File: src/rtl/div_period_mon.sv
// Divided-clock period monitor: measures high/low phase lengths of div_in in clk cycles,
// checks them against expected lengths, reports lock and errors. Optional DIV_MON_SYNC_EN adds a 2-flop input synchronizer.
module div_period_mon #(
   parameter int CNT_W  = 16,
   parameter int TOL    = 1,
   parameter int LOCK_N = 4
) (
   input  logic             clk,
   input  logic             rst_n,
   input  logic             div_in,
   input  logic [CNT_W-1:0] exp_high,
   input  logic [CNT_W-1:0] exp_low,
   input  logic             err_clr,
   output logic [CNT_W-1:0] high_cnt,
   output logic [CNT_W-1:0] low_cnt,
   output logic             phase_valid,
   output logic             locked,
   output logic             err,
   output logic [7:0]       err_cnt
);

   typedef enum logic [0:0] {
      WAIT_EDGE = 1'b0,
      MEASURE   = 1'b1
   } state_t;

   localparam int               GR_W    = $clog2(LOCK_N + 1);
   localparam logic [GR_W-1:0]  LOCK_V  = GR_W'(LOCK_N);
   localparam logic [GR_W-1:0]  GR_ONE  = GR_W'(1);
   localparam logic [CNT_W:0]   TOL_X   = (CNT_W + 1)'(TOL);
   localparam logic [CNT_W-1:0] CNT_MAX = {CNT_W{1'b1}};
   localparam logic [CNT_W-1:0] CNT_ONE = CNT_W'(1);

   state_t           state_r, state_nxt_s;
   logic             lvl_src_s;
   logic             lvl_r, lvl_d_r;
   logic             edge_s;
   logic [CNT_W-1:0] cnt_r;
   logic [CNT_W-1:0] high_cnt_r, low_cnt_r;
   logic             phase_valid_r, locked_r, err_r;
   logic [7:0]       err_cnt_r;
   logic [GR_W-1:0]  gr_r, gr_inc_s;
   logic [CNT_W:0]   cnt_x_s, lim_s, exp_fin_x_s, diff_s;
   logic             cap_s, good_s, bad_s;

`ifdef DIV_MON_SYNC_EN
   logic sync1_r, sync2_r;

   // two-flop synchronizer for an asynchronous div_in
   always_ff @(posedge clk or negedge rst_n) begin
      if (!rst_n) begin
         sync1_r <= 1'b0;
         sync2_r <= 1'b0;
      end else begin
         sync1_r <= div_in;
         sync2_r <= sync1_r;
      end
   end

   assign lvl_src_s = sync2_r;
`else
   assign lvl_src_s = div_in;
`endif

   // level register, its delayed copy and the saturating phase counter
   always_ff @(posedge clk or negedge rst_n) begin
      if (!rst_n) begin
         lvl_r   <= 1'b0;
         lvl_d_r <= 1'b0;
         cnt_r   <= '0;
      end else begin
         lvl_r   <= lvl_src_s;
         lvl_d_r <= lvl_r;
         if (edge_s) begin
            cnt_r <= CNT_ONE;
         end else if (cnt_r != CNT_MAX) begin
            cnt_r <= cnt_r + CNT_ONE;
         end else begin
            cnt_r <= cnt_r;
         end
      end
   end

   assign edge_s = lvl_r ^ lvl_d_r;

   // Timeout uses the level now being held; the phase check uses the level that just ended.
   assign cnt_x_s     = {1'b0, cnt_r};
   assign lim_s       = {1'b0, (lvl_r ? exp_high : exp_low)} + TOL_X;
   assign exp_fin_x_s = {1'b0, (lvl_d_r ? exp_high : exp_low)};
   assign diff_s      = (cnt_x_s > exp_fin_x_s) ? (cnt_x_s - exp_fin_x_s) : (exp_fin_x_s - cnt_x_s);
   assign gr_inc_s    = (gr_r == LOCK_V) ? gr_r : (gr_r + GR_ONE);

   // state register
   always_ff @(posedge clk or negedge rst_n) begin
      if (!rst_n) begin
         state_r <= WAIT_EDGE;
      end else begin
         state_r <= state_nxt_s;
      end
   end

   // next state plus capture / good / bad decisions
   always_comb begin
      state_nxt_s = state_r;
      cap_s       = 1'b0;
      good_s      = 1'b0;
      bad_s       = 1'b0;
      case (state_r)
         WAIT_EDGE: begin
            if (edge_s) begin
               state_nxt_s = MEASURE;
            end else begin
               state_nxt_s = WAIT_EDGE;
            end
         end
         MEASURE: begin
            if (edge_s) begin
               cap_s = 1'b1;
               if (diff_s <= TOL_X) begin
                  good_s = 1'b1;
               end else begin
                  bad_s = 1'b1;
               end
            end else if (cnt_x_s > lim_s) begin
               bad_s       = 1'b1;
               state_nxt_s = WAIT_EDGE;
            end else begin
               state_nxt_s = MEASURE;
            end
         end
         default: begin
            state_nxt_s = WAIT_EDGE;
         end
      endcase
   end

   // registered outputs, lock run and saturating error counter
   always_ff @(posedge clk or negedge rst_n) begin
      if (!rst_n) begin
         high_cnt_r    <= '0;
         low_cnt_r     <= '0;
         phase_valid_r <= 1'b0;
         err_r         <= 1'b0;
         locked_r      <= 1'b0;
         gr_r          <= '0;
         err_cnt_r     <= 8'd0;
      end else begin
         phase_valid_r <= cap_s;
         err_r         <= bad_s;
         if (cap_s && lvl_d_r) begin
            high_cnt_r <= cnt_r;
         end else if (cap_s) begin
            low_cnt_r <= cnt_r;
         end
         if (bad_s) begin
            gr_r     <= '0;
            locked_r <= 1'b0;
         end else if (good_s) begin
            gr_r     <= gr_inc_s;
            locked_r <= (gr_inc_s == LOCK_V);
         end
         if (err_clr) begin
            err_cnt_r <= bad_s ? 8'd1 : 8'd0;
         end else if (bad_s && (err_cnt_r != 8'hFF)) begin
            err_cnt_r <= err_cnt_r + 8'd1;
         end
      end
   end

   assign high_cnt    = high_cnt_r;
   assign low_cnt     = low_cnt_r;
   assign phase_valid = phase_valid_r;
   assign locked      = locked_r;
   assign err         = err_r;
   assign err_cnt     = err_cnt_r;

endmodule

File: config.mk
export PLATFORM = sky130hd
export DESIGN_NAME = div_period_mon
export DESIGN_NICKNAME = d
export VERILOG_FILES = /design/src/rtl/div_period_mon.sv
export SDC_FILE = /design/constraint.sdc
export NUM_CORES = 1
export LEC_CHECK = 0
export CELL_PAD_IN_SITES_DETAIL_PLACEMENT = 0
export CELL_PAD_IN_SITES_GLOBAL_PLACEMENT = 1
export CORE_UTILIZATION = 42
export DETAILED_ROUTE_END_ITERATION = 10
export PLACE_DENSITY_LB_ADDON = 0.1
export SETUP_SLACK_MARGIN = 0.1
export SLEW_MARGIN = 20
export SYNTH_ARGS = -nofsm -noshare
export SYNTH_HDL_FRONTEND = slang
export SYNTH_SLANG_ARGS = --single-unit
File: constraint.sdc
create_clock -name clk -period 5.1 [get_ports clk]
set_input_delay 0.51 -clock clk [delete_from_list [all_inputs] [get_ports clk]]
set_output_delay 0.51 -clock clk [all_outputs]
set_load 0.05 [all_outputs]
==> summary.md, run 1 <==
| Metric | Value |
|---|---|
| Final worst slack | 462 ps |
| Hold buffer count at cts | 0 |
| Final GP Congestion | 0.924 |
| Fin crit share | 90.9% |
| Final setup vio count | 0 |
| Post-Route WL | ~17 mm |
| DRT antenna net count | 0 |
| Leak | 3.14 nW |
| Top_reg_cell synth | dfrtp_1 |
| Slew Viols, Final | 0 |
| Post-DP HPWL | 13.4 mm |
| Die ar. | 0.0143 mm^2 |
| Clock Path Buffers | 2 |
| Mapped cell area | slightly below 0.006 mm^2 |
| Fin crit period | 4640 ps |
| Tot Pwr | 1.80 mW |
| Switching share of power | approximately 34% |
| Max Clk Rate | 0.216 GHz |
| Root Buffer | clkbuf_16 |
| Initial core utilization | 43.4% |
| Number of global-route vias before repair | 5203 |
| Drt wl/cell | 17.9 um |
| Fillers | 1293 |
| Critical Path Start Type | flop |
| Die Wd | about 120 um |
| Syn Area/Cell | 8.36 um^2 |
| Core area | 0.0133 mm^2 |
| Worst-path fanout max | 13 |
| CP required | 5330 ps |
| Internal cell power | ~1.2 mW |
| Register bit total from synthesis | 65 |
| Final Hold Viols | 0 |
| Yosys cell types | between 70 and 80 |
| Sequential area share after synthesis | 28.1% |
| Post-synth EDFFs | 0 |
| Area occupied by registers | 0.00163 mm^2 |
| Post-Route Skew | approximately 9.1 ps |
| Flop2flop setup slack | 460 ps |
| Net Count, Synth | 784 |
| First-pass GRT wire length | ~27 mm |
| H-tree lvl count | 3 |
| Gr usage total | 24.8% |
| R2r worst-path depth | 16 |
| Initial antenna violation count | 1 |
| Die H | 119 um |
| Vias per cell | 5.65 |
| Starting DRC count in detailed routing | 400 |
| Pre-antenna DRT Iters | 4 |
| Clock-pin slew on the worst setup and hold paths | 60 ps |
| Largest net degree at the start of global routing | 66 |
| Global route overflow | 0 |
| I/O pin cnt | 79 |
| Post-place instance area | 0.00674 mm^2 |
| DR DRC count | 0 |
| Async SR Flop Fraction | 100% |
| Maxcap violations | 0 |
| Port bufs | 78 |
| Sinks on Clock Net | 65 |
| Share of cells above drive strength 1 | 6.49% |
| Comb power frac | 30.3% |
| RSZ-0062 raised after global routing | false |
| Post-CTS setup buffer count | 0 |
| Relative slew slack | 33.0% |
| CTS tree | yes |
| CP arrival | 4870 ps |
| Number of diodes | 0 |
| Synthesis Warnings | 0 |
| Worst slew pin tran | 1000 ps |
| Crit path from | lvl_d_r |
| Synth Instances | about 690 |
| Via count | 5349 |
| Setup TNS | 0 ps |
| Most frequent cells in the layout | clkdlybuf4s50_1 (77), nand2_1 (69), dfrtp_1 (65) |
| Sw Pwr | 0.607 mW |
| R2R Path End | err_cnt[0] |
| Core Rows | 42 |
| Clock Power Share | 38.2% |
| Pre-CTS setup slack | 307 ps |
| Most common cell after layout, fill and taps aside | clkdlybuf4s50_1 |
| Total CTS buffers | 9 |
| Crit end category | flop |
| Hold slack | 351 ps |
| Later-pin clock latency in the skew report | between 300 and 400 ps |
| Design area | 0.00708 mm^2 |
| Layout net count | ~860 |
| Sequential fraction of design power | 31.5% |
| Worst r2r src | lvl_d_r |
| Hold Path Class | primary input to asynchronous set/reset pin |
| Area growth from synthesis to layout | 22.3% |
| Pwr dens | ~250 mW/mm^2 |
| Setup Crit Path Kind | flop to flop |
| Worst vdd ir | 0.000140 V |
| Resized cells post-CTS | 0 |
| Status | completed |
| Area of the multi-input gates | 0.00381 mm^2 |
power by group through the flow:
stage	clock network, mW	registers [mW]	logic, mW
floorplan	0	0.629	0.308
finish	0.687	0.567	0.546
global route	0.722	0.570	0.601
CTS	0.697	0.567	0.545
global placement	0	0.575	0.536
detailed placement	0	0.576	0.542
per-layer routing:
layer	routed length, um	up-vias	GRT usage, %
met5	0	-	0
met4	412	0	8.52
met3	792	28	4.07
met2	8050	161	41.2
met1	7650	2529	32.5
li1	-	2631	-
cell families (layout without fill, tap and decap cells):
kind of cell / Yosys count / after routing / synth area share [%]
buffers and inverters: 85 / 163 / 6.16
AOI/OAI and AO/OA: 184 / 184 / 21.3
DFF: 65 / 65 / 28.1
xor gates and xnor gates: 43 / 43 / 6.50
adders and majority gates: 55 / 55 / 12.1
and+or+nand+nor: 227 / 227 / 19.7
muxes: 34 / 34 / 6.16
flip-flops by register name, summed over array words and instances (netlist names), 3 cells and up:
name,flops
high_cnt,16
cnt_r,16
err_cnt,8
gr_r,3
low_cnt,16
Yosys cell counts (4+ instances only):
cell type | instances | area, um^2
o21ai_0 | 52 | 260
o31a_1 | 4 | 35.0
mux2i_1 | 27 | 270
and2_1 | 5 | 31.3
nor2_1 | 36 | 135
buf_2 | 9 | 45.0
nand2_1 | 69 | 259
dfrtp_1 | 65 | 1630
inv_1 | 53 | 199
o21a_1 | 6 | 45.0
nand3b_1 | 6 | 45.0
a32oi_1 | 7 | 61.3
a31oi_1 | 5 | 31.3
or3_1 | 9 | 56.3
xnor2_1 | 26 | 228
nor3_1 | 10 | 50.1
and4_1 | 4 | 35.0
nor2b_1 | 19 | 119
a221oi_1 | 4 | 35.0
clkbuf_1 | 16 | 60.1
ha_1 | 53 | 663
nand4_1 | 17 | 106
nand3_1 | 26 | 130
xor2_1 | 17 | 149
and3_1 | 7 | 43.8
a21oi_1 | 39 | 195
o211ai_1 | 4 | 30.0
nor4_1 | 7 | 43.8
a21o_1 | 18 | 135
o21ai_1 | 9 | 45.0
worst max-delay path, stage by stage, from the launching register on:
cell       delay (ps)
dfrtp_1           670
buf_4             260
buf_4             170
mux2i_1           310
inv_1              70
ha_1              520
nand4_1           230
nor3_1            330
a2bb2oi_1         170
o31a_1            190
mux2i_1           200
xnor2_1           130
o21ai_1           150
a2111oi_4         470
buf_4             260
nor3_1             90
a221o_1           300
worst max path at each step:
| stage | end | slack [ps] | cells past startpoint |
|---|---|---|---|
| 2_1_floorplan | err_cnt[0] | 740 | 16 |
| 3_3_place_gp | err_cnt[6] | 390 | 15 |
| 3_5_place_dp | err_cnt[3] | 310 | 16 |
| 4_1_cts | err_cnt[0] | 510 | 16 |
| 5_1_grt | err_cnt[3] | 140 | 16 |
| 6_report | err_cnt[0] | 460 | 16 |
final cells by class:
class,count,area share [%]
well taps,176,3.11
inverters,53,2.81
clock buffers,10,3.37
multi-input cells,543,53.8
flip-flops and latches,65,23.0
repair buffers,94,12.7
clock inverters,6,1.27
stage by stage:
| step | std cells | utilization [%] |
|---|---|---|
| floorplan | 693 | - |
| global placement | 930 | 50.5 |
| detailed placement | 930 | 50.5 |
| CTS | 946 | 53.0 |
| global route | 947 | 53.1 |
| finish | 947 | 53.1 |
No activity file was read; power rests on OpenSTA's default activity.
==> run 2, diff against run 1 <==
--- a/config.mk
+++ b/config.mk
@@ -8,10 +8,11 @@
 export CELL_PAD_IN_SITES_DETAIL_PLACEMENT = 0
 export CELL_PAD_IN_SITES_GLOBAL_PLACEMENT = 1
 export CORE_UTILIZATION = 42
+export CTS_CLUSTER_DIAMETER = 150
 export DETAILED_ROUTE_END_ITERATION = 10
+export GPL_ROUTABILITY_DRIVEN = 0
 export PLACE_DENSITY_LB_ADDON = 0.1
 export SETUP_SLACK_MARGIN = 0.1
-export SLEW_MARGIN = 20
 export SYNTH_ARGS = -nofsm -noshare
 export SYNTH_HDL_FRONTEND = slang
 export SYNTH_SLANG_ARGS = --single-unit
==> run 2 against run 1 <==
Against the previous run: critical path type unchanged; wire length fell by 0.30%; combinational power barely moved; worst setup slack improved by 17 ps; clock power fell by 8.4%; via count rose by 1.0%; power fell by 3.3%; design area fell by 0.71%.
==> summary.md, run 2 (synthesis gave the netlist of run 1 again) <==
| Metric | Value |
|---|---|
| Status | completed |
| Global route overflow | 0 (unchanged) |
| Fin crit share | 90.6% (-0.33 points) |
| First-pass GRT wire length | 27.6 mm (+1.1%) |
| Pre-CTS setup slack | 327 ps (+20.0 ps) |
| Worst-path fanout max | 11 (-2) |
| Setup TNS | 0 ps (unchanged) |
| CTS tree | yes |
| Slew Viols, Final | 0 (unchanged) |
| Worst-path cell chain | buf_4 -> mux2i_1 -> inv_1 -> ha_1 -> and3_1 -> o21ai_1 -> a211oi_2 -> o31a_1 -> mux2i_1 -> xnor2_1 -> o21ai_1 -> a2111oi_4 -> buf_4 -> nor3_1 -> a221o_1 |
| Maxcap violations | 0 (unchanged) |
| Fin cells | 944 (-0.32%) |
| Setup Crit Path Kind | flop to flop |
| H-tree lvl count | 3 (unchanged) |
| Number of diodes | 0 (unchanged) |
| Post-CTS setup buffer count | 0 (unchanged) |
| Relative slew slack | 30.3% (-2.8 points) |
| Most common cell after layout, fill and taps aside | clkdlybuf4s50_1 |
| Pre-antenna DRT Iters | 5 (+1) |
| Die Wd | 119 um (unchanged) |
| Hold buffer count at cts | 0 (unchanged) |
| Largest delay share family, worst path | compound AO/OA/AOI/OAI gates |
| Drt wl/cell | 17.9 um (about the same) |
| Gr usage total | 25.0% (+0.19 points) |
| Final worst slack | 479 ps (+17.0 ps) |
| Area growth from synthesis to layout | 21.4% |
| Root Buffer | clkbuf_16 |
| WP buf/inv | 3 (-1) |
| Clock-pin slew on the worst setup and hold paths | 60 ps (about the same) |
| Initial core utilization | 43.4% (unchanged) |
| Max Clk Rate | 0.216 GHz (+0.37%) |
| Port bufs | 78 (unchanged) |
| CP arrival | 4840 ps (-30 ps) |
| Share of cells above drive strength 1 | 6.12% (-0.37 points) |
| Core Rows | 42 (unchanged) |
| Vias per cell | 5.73 (+1.4%) |
| Final setup vio count | 0 (unchanged) |
| Fillers | 1299 (+0.46%) |
| Largest net degree at the start of global routing | 66 (unchanged) |
| Later-pin clock latency in the skew report | 330 ps (about the same) |
| CP required | 5320 ps (about the same) |
| Largest stage delay, worst path | 530 ps (-140 ps) |
| Core area | 0.0133 mm^2 (unchanged) |
| Dpl cells | 928 (-0.22%) |
| Post-Route Skew | 2.30 ps (-6.77 ps) |
| Area occupied by registers | 0.00163 mm^2 (unchanged) |
| Final Hold Viols | 0 (unchanged) |
| RSZ-0062 raised after global routing | false |
| DRT antenna net count | 0 (unchanged) |
| Leak | 3.12 nW (-0.70%) |
| Hold Path Class | primary input to asynchronous set/reset pin |
| Via count | 5405 (+1.0%) |
| Most frequent cells in the layout | clkdlybuf4s50_1 (77), nand2_1 (69), dfrtp_1 (65) |
| Critical Path Start Type | flop |
| Sinks on Clock Net | 65 (unchanged) |
| Initial antenna violation count | 0 (-1) |
| Die H | 119 um (unchanged) |
| Total CTS buffers | 9 (unchanged) |
| Die ar. | 0.0143 mm^2 (unchanged) |
| Hold slack | 353 ps (+2.01 ps) |
| Crit end category | flop |
| Number of global-route vias before repair | 5357 (+3.0%) |
| Starting DRC count in detailed routing | 351 (-12%) |
| Worst path slowest cell | dfrtp_1 |
| DR DRC count | 0 (unchanged) |
| Resized cells post-CTS | 0 (unchanged) |
| Post-DP HPWL | 13.2 mm (-1.1%) |
| Layout net count | 854 (-0.35%) |
| Area of the multi-input gates | 0.00381 mm^2 (unchanged) |
| Pwr dens | 247 mW/mm^2 (-2.6%) |
| I/O pin cnt | 79 (unchanged) |
| Fin crit period | 4620 ps (-17.0 ps) |
| Post-Route WL | 16.9 mm (-0.30%) |
| Worst slew pin tran | 1040 ps (+41.4 ps) |
| Clock Path Buffers | 2 (unchanged) |
| Worst vdd ir | 0.000297 V (+110%) |
run 2: cell types whose count changed in the layout (fill, tap and decap cells not counted):
cell | previous run | this run
buf_4 | 15 | 13
buf_6 | 1 | 0
bufinv_16 | 2 | 1
clkinv_2 | 1 | 2
clkinv_4 | 1 | 2
clkinvlp_4 | 1 | 0
run 2: path summary, 6_finish.rpt:
check	cells past startpoint	slack, ps	start	to
min in group clk	2	480	high_cnt[10]	high_cnt[10]
max in group asynchronous	2	4200	rst_n	lvl_r
min reg2reg	2	480	high_cnt[10]	high_cnt[10]
min	2	350	rst_n	err_cnt[5]
max	15	480	lvl_d_r	err_cnt[0]
max reg2reg	15	480	lvl_d_r	err_cnt[0]
run 2: cell type report:
class / count / area share, %
clock buffers: 10 / 3.40
clock inverters: 6 / 0.943
inverters: 53 / 2.83
multi-input cells: 543 / 54.2
flip-flops and latches: 65 / 23.1
well taps: 176 / 3.13
repair buffers: 91 / 12.4
run 2: per-stage QoR:
step,power (mW),cell area (um^2),utilization [%]
after floorplan,0.937,5790,-
after global placement,1.11,6730,50.4
after detailed placement,1.12,6730,50.4
after CTS,1.75,7030,52.7
after global routing,1.83,7030,52.7
final,1.74,7030,52.7
run 2: routing by layer:
metal	share of wire (%)	global-route usage (%)	routed length, um
met5	0	0	0
met4	2.8	9.14	473
met3	5.5	4.45	933
met2	48	41.8	8040
met1	44	32.1	7410
run 2: report_power, final:
part	switching (mW)	leakage [nW]	internal (mW)
Sequential	0.0257	0.878	0.540
Combinational	0.339	2.09	0.207
Clock	0.236	0.153	0.393
Total	0.600	3.12	1.14
run 2: worst reg2reg max path: cells and delay by family (launching register included):
family / cells / cell delay [ps]
multiplexers: 2 / 600
XOR/XNOR: 1 / 140
buffers and inverters: 3 / 590
adder cells (fa/ha/maj): 1 / 520
AO/OA/AOI/OAI: 6 / 1740
flip-flops: 1 / 530
AND/OR/NAND/NOR: 2 / 370
